File: src/rtl/uart_buffered_tx.sv
// Buffered UART transmitter: a DEPTH-entry FIFO feeding a 16x-oversampled 8N1 serializer.
// Define UART_TX_PARITY_EN to insert an even-parity bit between the data and stop bits.
module uart_buffered_tx #(
    parameter int DEPTH  = 16,
    parameter int ADDR_W = 4,
    parameter int NBITS  = 8
) (
    input  logic              Clk,
    input  logic              Rst_n,
    input  logic              Tick,
    input  logic [7:0]        WrData,
    input  logic              WrEn,
    output logic              Full,
    output logic [ADDR_W:0]   Level,
    output logic              Overflow,
    output logic              Tx,
    output logic              TxBusy,
    output logic              TxDone
);

    typedef enum logic [2:0] {
        S_IDLE,
        S_START,
        S_DATA,
`ifdef UART_TX_PARITY_EN
        S_PARITY,
`endif
        S_STOP
    } state_e;

    localparam logic [ADDR_W:0] DEPTH_CNT = (ADDR_W + 1)'(DEPTH);
    localparam logic [2:0]      LAST_BIT  = 3'(NBITS - 1);

    logic [NBITS-1:0]  mem_q [DEPTH];
    logic [ADDR_W-1:0] wr_ptr_q, wr_ptr_d;
    logic [ADDR_W-1:0] rd_ptr_q, rd_ptr_d;
    logic [ADDR_W:0]   count_q, count_d;
    logic              overflow_q, overflow_d;

    state_e            state_q, state_d;
    logic [3:0]        tick_cnt_q, tick_cnt_d;
    logic [2:0]        bit_cnt_q, bit_cnt_d;
    logic [NBITS-1:0]  shreg_q, shreg_d;
    logic              tx_q, tx_d;
    logic              busy_q, busy_d;
    logic              done_q, done_d;
`ifdef UART_TX_PARITY_EN
    logic              parity_q, parity_d;
`endif

    logic              full;
    logic              wr_accept;
    logic              pop;
    logic              bit_end;

    assign full      = (count_q == DEPTH_CNT);
    assign wr_accept = WrEn && !full;
    assign bit_end   = Tick && (tick_cnt_q == 4'd15);

    always_comb begin
        wr_ptr_d   = wr_ptr_q;
        rd_ptr_d   = rd_ptr_q;
        overflow_d = WrEn && full;
        if (wr_accept) wr_ptr_d = wr_ptr_q + ADDR_W'(1);
        if (pop)       rd_ptr_d = rd_ptr_q + ADDR_W'(1);
        case ({wr_accept, pop})
            2'b10:   count_d = count_q + (ADDR_W + 1)'(1);
            2'b01:   count_d = count_q - (ADDR_W + 1)'(1);
            default: count_d = count_q;
        endcase
    end

    always_comb begin
        // NOTE: every signal assigned here gets a default first, so no path leaves a latch behind.
        state_d    = state_q;
        tick_cnt_d = tick_cnt_q;
        bit_cnt_d  = bit_cnt_q;
        shreg_d    = shreg_q;
        tx_d       = tx_q;
        busy_d     = busy_q;
        done_d     = 1'b0;
        pop        = 1'b0;
`ifdef UART_TX_PARITY_EN
        parity_d   = parity_q;
`endif
        if (state_q != S_IDLE && Tick) tick_cnt_d = tick_cnt_q + 4'd1;

        case (state_q)
            S_IDLE: begin
                tx_d   = 1'b1;
                busy_d = 1'b0;
                // Holding off for the TxDone cycle gives TxBusy its one-cycle gap between frames.
                if (count_q != '0 && !done_q) begin
                    pop        = 1'b1;
                    shreg_d    = mem_q[rd_ptr_q];
                    tick_cnt_d = 4'd0;
                    bit_cnt_d  = 3'd0;
                    tx_d       = 1'b0;
                    busy_d     = 1'b1;
                    state_d    = S_START;
`ifdef UART_TX_PARITY_EN
                    parity_d   = ^mem_q[rd_ptr_q];
`endif
                end
            end
            S_START: begin
                if (bit_end) begin
                    state_d = S_DATA;
                    tx_d    = shreg_q[0];
                end
            end
            S_DATA: begin
                if (bit_end) begin
                    shreg_d   = shreg_q >> 1;
                    bit_cnt_d = bit_cnt_q + 3'd1;
                    if (bit_cnt_q == LAST_BIT) begin
`ifdef UART_TX_PARITY_EN
                        state_d = S_PARITY;
                        tx_d    = parity_q;
`else
                        state_d = S_STOP;
                        tx_d    = 1'b1;
`endif
                    end else begin
                        tx_d = shreg_q[1];
                    end
                end
            end
`ifdef UART_TX_PARITY_EN
            S_PARITY: begin
                if (bit_end) begin
                    state_d = S_STOP;
                    tx_d    = 1'b1;
                end
            end
`endif
            S_STOP: begin
                if (bit_end) begin
                    state_d = S_IDLE;
                    done_d  = 1'b1;
                end
            end
            default: state_d = S_IDLE;
        endcase
    end

    // NOTE: non-blocking assignments make every flop sample the pre-edge values of the others.
    always_ff @(posedge Clk or negedge Rst_n) begin
        if (!Rst_n) begin
            wr_ptr_q   <= '0;
            rd_ptr_q   <= '0;
            count_q    <= '0;
            overflow_q <= 1'b0;
            state_q    <= S_IDLE;
            tick_cnt_q <= 4'd0;
            bit_cnt_q  <= 3'd0;
            shreg_q    <= '0;
            tx_q       <= 1'b1;
            busy_q     <= 1'b0;
            done_q     <= 1'b0;
`ifdef UART_TX_PARITY_EN
            parity_q   <= 1'b0;
`endif
        end else begin
            wr_ptr_q   <= wr_ptr_d;
            rd_ptr_q   <= rd_ptr_d;
            count_q    <= count_d;
            overflow_q <= overflow_d;
            state_q    <= state_d;
            tick_cnt_q <= tick_cnt_d;
            bit_cnt_q  <= bit_cnt_d;
            shreg_q    <= shreg_d;
            tx_q       <= tx_d;
            busy_q     <= busy_d;
            done_q     <= done_d;
`ifdef UART_TX_PARITY_EN
            parity_q   <= parity_d;
`endif
        end
    end

    // NOTE: storage is not reset; the pointers and count alone decide which entries are valid.
    always_ff @(posedge Clk) begin
        if (wr_accept) mem_q[wr_ptr_q] <= WrData[NBITS-1:0];
    end

    assign Full     = full;
    assign Level    = count_q;
    assign Overflow = overflow_q;
    assign Tx       = tx_q;
    assign TxBusy   = busy_q;
    assign TxDone   = done_q;

endmodule

File: config.mk
export PLATFORM = sky130hd
export DESIGN_NAME = uart_buffered_tx
export DESIGN_NICKNAME = d
export VERILOG_FILES = /design/src/rtl/uart_buffered_tx.sv
export SDC_FILE = /design/constraint.sdc
export NUM_CORES = 1
export LEC_CHECK = 0
export CAP_MARGIN = 10
export CORE_ASPECT_RATIO = 1.1
export CORE_UTILIZATION = 55
export DETAILED_ROUTE_END_ITERATION = 7
export GPL_TIMING_DRIVEN = 0
export PLACE_DENSITY_LB_ADDON = 0.12
export SKIP_LAST_GASP = 1
export SLEW_MARGIN = 20
export SYNTH_ARGS = -nofsm -noshare
export SYNTH_HDL_FRONTEND = slang
export SYNTH_SLANG_ARGS = --single-unit
File: constraint.sdc
create_clock -name Clk -period 3.05 [get_ports Clk]
set_clock_uncertainty 0.1 [all_clocks]
set_input_delay 0.915 -clock Clk [delete_from_list [all_inputs] [get_ports Clk]]
set_output_delay 0.915 -clock Clk [all_outputs]
set_load 0.01 [all_outputs]
==> reports/qor.yml, run 1 <==
finish:
  layout.nets: 495
  mostFrequentLayoutCell: "sky130_fd_sc_hd__edfxtp_1"
  n_antenna_cell: 0
  layout-drive-gt1-share_pct: 15.5
  final_cell_mix: "sky130_fd_sc_hd__edfxtp_1, sky130_fd_sc_hd__dfrtp_1, sky130_fd_sc_hd__nand2_1, sky130_fd_sc_hd__mux2i_1, sky130_fd_sc_hd__nor2_1"
  area_growth_from_synthesis_to_final_layout_pct: 15.2
yosys:
  ys.flop_type: "sky130_fd_sc_hd__edfxtp_1"
  ys_ff_latch: 162
  yosysWarnings: 0
  synth_nets: 453
  synth_area_sq_um: 6750
  synth_enable_flop_cells: 128
  synth_largest_area_cell: "sky130_fd_sc_hd__edfxtp_1"
  post-synth-top-area-fraction_pct: 57.0
  ys_types: 42
  synth.area.top_cells: "sky130_fd_sc_hd__edfxtp_1, sky130_fd_sc_hd__dfrtp_1, sky130_fd_sc_hd__mux4_2"
  fraction_of_the_yosys_area_taken_by_sequential_cells_pct: 69.6
  synthesis.area_per_instance_sq_um: 15.9
  synthesis.instances: 425
  synth_async_sr_flop_share_pct: 21.0
job:
  max_cap_viol_count: 0
sta:
  final_min_period_over_clock_period_pct: 93.7
  slew-limit-headroom_pct: 44.6
  rsz_0062_raised_after_global_routing: "false"
  setup-violations-final: 0
  tns_ns: 0
  hold_viol_final: 0
  final-max-slew-violation-count: 0
  timing_worst_slew_pin_value_ns: 0.828
  max_freq_ghz: 0.350
  finalCriticalPeriod_ns: 2.86
  postLayoutSetupSlackWorst_ns: 0.192
clocking:
  clock-sinks: 162
  cts.path.max_buffers: 2
  cts_root_buffer: "sky130_fd_sc_hd__clkbuf_16"
  clk-insertion-delay-late_ns: 0.41
  cts_tree: "built"
  clock_pin_slew_on_the_worst_setup_and_hold_paths_ns: 0.06
  cts_made_buffers: 17
  clock_tree.htree_level_count: 4
setup_path:
  setup.worst_path.start_class: "input port"
  worstPathArrival_ns: 3.09
  timing.critical_path.to_type: "flop"
  critical_path.cell_chain: "clkdlybuf4s50_1 > and2_1 > buf_2 > inv_2 > ha_4 > xor2_1 > ha_1 > inv_1 > o21ai_0 > a21o_1 > a221oi_2 > xnor2_1"
  critical-path-slowest-cell: "sky130_fd_sc_hd__clkdlybuf4s50_1"
  worstSetupPathType: "input port to flop"
  cp_slowest_stage_delay_ns: 0.47
  cp_max_fo: 9
  start_point_of_the_critical_path: "WrEn"
  timing.rr.start: "Level[2]"
  crit_required_ns: 3.28
die:
  placeableCoreArea_sq_um: 12000
  die_x_um: 108
  io_pins: 22
  num_rows: 42
  initial_core_util_pct: 56.3
  die-height_um: 118
  die_area_sq_um: 12700
grt:
  grt_start_max_net_pins: 32
  via_count_of_the_first_global_routing_pass: 3757
  gr-usage-all-layers_pct: 23.1
  grt_antenna_before_repair: 0
  grt.overflow.total: 0
  grt_first_pass_wirelength_um: 21000
place:
  portBuffers: 21
  placement_setup_slack_ns: -0.525
  place.detailed.hpwl_um: 8700
  globalplace.congestion: 0.796
drt:
  dr.pass1.iters: 4
  dr.first_iter.drc_count: 309
  routed-via-count: 3712
  wire_per_inst_um: 20.8
  post_drt_via_cell_ratio: 5.87
  routed_wl_um: 13200
  drtAntennaViolNets: 0
  remaining_drc_errors: 0
power_and_ir_drop:
  powerDensity_nw_per_um2: 981
  power.ir.vdd_worst_uv: 473
  leakagePower_nw: 2.76
  totalPowerFinal_mw: 7.63
hold_path:
  holdCritPathClass: "input port to asynchronous set/reset pin"
run_status:
  outcome: "completed"
[layer usage]
metal	global-route usage (%)	vias up	share of wire, %
li1	-	1709	-
met3	5.18	20	4.9
met5	0	-	0
met2	35.7	95	48
met4	9.85	0	2.9
met1	31.5	1888	44
[cells in the mapped netlist, drive strengths merged, types with 7 or more instances]
| cell | n |
|---|---|
| edfxtp | 128 |
| dfrtp | 33 |
| nand2 | 29 |
| mux2i | 24 |
| nor2 | 23 |
| mux4 | 21 |
| inv | 17 |
| o21ai | 17 |
| ha | 16 |
| buf | 15 |
| a21oi | 13 |
| a22oi | 12 |
| xnor2 | 8 |
| o21a | 7 |
[worst max-delay path: cells and delay by family]
family,cells,cell delay (ns)
AOI/OAI and AO/OA,3,0.54
xor gates and xnor gates,2,0.30
and+or+nand+nor,1,0.11
buffers and inverters,4,0.81
adders and majority gates,2,0.42
[registers in the layout (all words and copies together), names as in the netlist]
register    count
tick_cnt_q      4
rd_ptr_q        4
Overflow        1
TxDone          1
bit_cnt_q       3
Level           5
shreg_q         8
state_q         2
TxBusy          1
Tx              1
mem_q         128
wr_ptr_q        4
[cell type report]
type                    count  area (sq um)
plain buffers              20           110
clock buffers              19           433
clock inverters            11           116
fillers                   863          4210
inverters                  17          63.8
multi-input cells         225          1920
flip-flops and latches    162          4700
well taps                 154           193
repair buffers             24           239
[timing repair]
item	4_1_cts	5_1_grt
pin swaps	2	2
hold buffers	0	0
endpoints found under the setup margin	2	2
resized for setup	4	3
buffers inserted	1	1
[path summary, 6_finish.rpt]
check,cells after the start,slack (ns),to
min in group Clk,1,0.39,shreg_q[0]
hold / removal,1,0.21,Level[0]
setup / recovery,12,0.19,Level[4]
max in group asynchronous,2,2.19,Tx
hold reg to reg,1,0.39,shreg_q[0]
setup reg to reg,14,0.24,Level[4]
[where the power goes]
group,total (mW),switching (mW),internal (mW)
Combinational,2.66,1.53,1.14
Sequential,2.97,0.189,2.78
Clock,1.99,0.807,1.19
[cells by family after synthesis]
kind of cell / Yosys count / share of synthesized area (%)
DFF: 162 / 69.6
buffers and inverters: 38 / 2.63
adders and majority gates: 16 / 2.97
muxes: 46 / 10.9
and+or+nand+nor: 79 / 5.31
AOI/OAI and AO/OA: 70 / 6.81
xor gates and xnor gates: 14 / 1.82
[metrics by stage]
stage	util [%]	hold slack (ns)	instances	area [sq um]
3_5_place_dp	60.0	0.381	601	7180
5_1_grt	64.8	0.203	632	7770
6_report	64.8	0.213	632	7770
2_1_floorplan	-	0.364	425	6750
4_1_cts	64.7	0.204	631	7750
3_3_place_gp	59.7	0.374	600	7150
No activity file was read; power rests on OpenSTA's default activity.
==> run 2, diff against run 1 <==
--- a/config.mk
+++ b/config.mk
@@ -11,6 +11,7 @@
 export DETAILED_ROUTE_END_ITERATION = 7
 export GPL_TIMING_DRIVEN = 0
 export PLACE_DENSITY_LB_ADDON = 0.12
+export REMOVE_ABC_BUFFERS = 1
 export SKIP_LAST_GASP = 1
 export SLEW_MARGIN = 20
 export SYNTH_ARGS = -nofsm -noshare
==> run 2 against run 1 <==
Effect of this change: count of clock-buffer cells in the layout is 2 higher; largest power group unchanged; combinational power is 11% lower; die area stayed put; non-clock buffer count is 16 lower; final area is 0.21% lower.
==> reports/qor.yml, run 2 (synthesis gave the netlist of run 1 again) <==
grt:
  grt_start_max_net_pins: 28  # was 32
  grt.busiest_layer: "met2"  # unchanged
  grt_antenna_before_repair: 0  # unchanged
  grt_first_pass_wirelength_um: 20000  # was 21,000 um
  via_count_of_the_first_global_routing_pass: 3616  # was 3,757
  grt_use_met1_pct: 28.4  # was 31.5%
  grt.met2_usage_pct: 37.2  # was 35.7%
  grt_util_met3_pct: 4.36  # was 5.18%
  gr-usage-all-layers_pct: 22.4  # was 23.1%
  grt.overflow.total: 0  # unchanged
power_and_ir_drop:
  totalPowerFinal_mw: 7.61  # was 7.63 mW
  power.ir.vdd_worst_uv: 532  # was 473 uV
  powerDensity_nw_per_um2: 981  # about the same
  leakagePower_nw: 2.75  # was 2.76 nW
setup_path:
  crit_required_ns: 3.29  # was 3.28 ns
  cp_max_fo: 9  # unchanged
  r2r.worst_path.cells: 12  # was 14
  cp.buffers_inverters: 3  # was 4
  timing.rr.start: "state_q[0]"  # was Level[2]
  setup.worst_path.start_class: "input port"  # unchanged
  timing.critical_path.to_type: "flop"  # unchanged
  worst_path_dominant_cell_family: "buffers and inverters"  # unchanged
  critical-path-slowest-cell: "sky130_fd_sc_hd__clkdlybuf4s50_1"  # unchanged
  start_point_of_the_critical_path: "WrEn"  # unchanged
  worstSetupPathType: "input port to flop"  # unchanged
  r2r_setup_slack_ns: 0.15  # was 0.24 ns
  critical_path.cell_chain: "clkdlybuf4s50_1 > and2_2 > inv_1 > ha_2 > xor2_1 > ha_1 > inv_1 > o21ai_0 > a21o_1 > a221oi_1 > xnor2_1"  # was clkdlybuf4s50_1 > and2_1 > buf_2 > inv_2 > ha_4 > xor2_1 > ha_1 > inv_1 > o21ai_0 > a21o_1 > a221oi_2 > xnor2_1
  worstPathArrival_ns: 3.19  # was 3.09 ns
  worst-path-stages: 11  # was 12
  crit_top_cell: "sky130_fd_sc_hd__inv_1"
  cp_slowest_stage_delay_ns: 0.47  # about the same
run_status:
  outcome: "completed"  # unchanged
clocking:
  clock-sinks: 162  # unchanged
  cts_root_buffer: "sky130_fd_sc_hd__clkbuf_16"  # unchanged
  cts.path.max_buffers: 2  # unchanged
  clock_tree.htree_level_count: 4  # unchanged
  cts_made_buffers: 17  # unchanged
  ctsHoldBuffers: 0  # unchanged
  cts_tree: "built"  # unchanged
  clk-insertion-delay-late_ns: 0.42  # was 0.41 ns
  clock_pin_slew_on_the_worst_setup_and_hold_paths_ns: 0.06  # about the same
finish:
  layout-drive-gt1-share_pct: 15.9  # was 15.5%
  largest_register_ffs: 128  # unchanged
  mostFrequentLayoutCell: "sky130_fd_sc_hd__edfxtp_1"  # unchanged
  final_cell_mix: "sky130_fd_sc_hd__edfxtp_1, sky130_fd_sc_hd__nand2_1, sky130_fd_sc_hd__dfrtp_1, sky130_fd_sc_hd__mux2i_1, sky130_fd_sc_hd__nor2_1"  # was sky130_fd_sc_hd__edfxtp_1, sky130_fd_sc_hd__dfrtp_1, sky130_fd_sc_hd__nand2_1, sky130_fd_sc_hd__mux2i_1, sky130_fd_sc_hd__nor2_1
  area_growth_from_synthesis_to_final_layout_pct: 15.0  # was 15.2%
  layout.nets: 479  # was 495
  n_antenna_cell: 0  # unchanged
  stdcell_area_sq_um: 7750  # was 7770 sq um
  top_register: "mem_q"  # unchanged
  fillerInstances: 868  # was 863
  final_cells: 618  # was 632
sta:
  tns_ns: 0  # unchanged
  timing_worst_slew_pin_value_ns: 0.808  # was 0.828 ns
  setup-violations-final: 0  # unchanged
  final-max-slew-violation-count: 0  # unchanged
  slew-limit-headroom_pct: 46.0  # was 44.6%
  rsz_0062_raised_after_global_routing: "true"  # was false
  finalCriticalPeriod_ns: 2.95  # was 2.86 ns
  hold_viol_final: 0  # unchanged
  max_freq_ghz: 0.339  # was 0.350 GHz
  final_min_period_over_clock_period_pct: 96.6  # was 93.7%
drt:
  routed-via-count: 3582  # was 3,712
  dr.pass1.iters: 4  # unchanged
  post_drt_via_cell_ratio: 5.80  # was 5.87
  remaining_drc_errors: 0  # unchanged
  wire_per_inst_um: 20.8  # about the same
  drtAntennaViolNets: 0  # unchanged
  dr.first_iter.drc_count: 294  # was 309
  routed_wl_um: 12800  # was 13,200 um
die:
  die-height_um: 118  # unchanged
  die_area_sq_um: 12700  # unchanged
  die_x_um: 108  # unchanged
  num_rows: 42  # unchanged
  io_pins: 22  # unchanged
  placeableCoreArea_sq_um: 12000  # unchanged
  initial_core_util_pct: 56.3  # unchanged
place:
  portBuffers: 21  # unchanged
  placed_cell_area_sq_um: 7120  # was 7180 sq um
  place.detailed.hpwl_um: 8170  # was 8700 um
  place_inst: 582  # was 601
  globalplace.congestion: 0.823  # was 0.796
hold_path:
  holdCritPathClass: "input port to asynchronous set/reset pin"  # unchanged
job:
  max_cap_viol_count: 0  # unchanged
## run 2: cell count changes in the layout (fill, tap and decap cells not counted), moves of 4 or more
cell,change
sky130_fd_sc_hd__buf_2,-10
sky130_fd_sc_hd__clkbuf_1,-5
sky130_fd_sc_hd__clkinv_2,+4
sky130_fd_sc_hd__dfrtp_1,-6
sky130_fd_sc_hd__dfrtp_2,+6
## run 2: where the power goes
part | total [mW] | switching [mW] | internal, mW | leakage [nW]
Sequential | 3.19 | 0.405 | 2.78 | 1.56
Combinational | 2.38 | 1.26 | 1.12 | 0.915
Clock | 2.04 | 0.807 | 1.24 | 0.278
## run 2: path summary, 6_finish.rpt
check                               to
max in group asynchronous           Tx
setup reg to reg              Level[4]
hold reg to reg             shreg_q[4]
hold / removal             wr_ptr_q[3]
setup / recovery              Level[4]
min in group Clk            shreg_q[4]
## run 2: worst register-to-register path: stages, from the launching register on
cell and delay [ns]:
sky130_fd_sc_hd__dfrtp_1 0.43, sky130_fd_sc_hd__inv_1 0.11, sky130_fd_sc_hd__ha_1 0.34, sky130_fd_sc_hd__nand2_1 0.24
sky130_fd_sc_hd__inv_2 0.19, sky130_fd_sc_hd__ha_2 0.30, sky130_fd_sc_hd__xor2_1 0.10, sky130_fd_sc_hd__ha_1 0.22
sky130_fd_sc_hd__inv_1 0.06, sky130_fd_sc_hd__o21ai_0 0.06, sky130_fd_sc_hd__a21o_1 0.18, sky130_fd_sc_hd__a221oi_1 0.35
sky130_fd_sc_hd__xnor2_1 0.15
## run 2: cell type report
class / count / area, sq um / share of cell area, %
sequential: 162 / 4700 / 60.7
timing repair buffer: 28 / 305 / 3.94
inverter: 17 / 63.8 / 0.823
tap: 154 / 193 / 2.49
clock buffer: 21 / 460 / 5.94
clock inverter: 11 / 113 / 1.45
multi-input combinational: 225 / 1920 / 24.7
## run 2: per-stage QoR
stage	setup slack [ns]	hold slack, ns	util [%]
after CTS	0.0141	0.248	64.4
after global placement	-0.548	0.377	58.7
after global routing	-0.102	0.251	64.7
after detailed placement	-0.543	0.381	59.5
after floorplan	0.225	0.364	-
final	0.103	0.262	64.7
## run 2: what timing repair did
action                     in CTS  in global routing
pin swaps                       1                  1
resized for setup               3                  6
setup endpoints to repair       2                  8
setup buffers                   1                  3
## run 2: metal layers
layer / share of wire (%) / up-vias
met2: 52 / 79
met5: 0 / -
li1: - / 1672
met3: 3.0 / 18
met1: 42 / 1813
met4: 2.3 / 0
==> run 3, diff against run 2 <==
--- a/config.mk
+++ b/config.mk
@@ -5,7 +5,6 @@
 export SDC_FILE = /design/constraint.sdc
 export NUM_CORES = 1
 export LEC_CHECK = 0
-export CAP_MARGIN = 10
 export CORE_ASPECT_RATIO = 1.1
 export CORE_UTILIZATION = 55
 export DETAILED_ROUTE_END_ITERATION = 7
==> results of run 3 <==
Same layout as run 2: the final DEF is identical, and so are final timing and power.
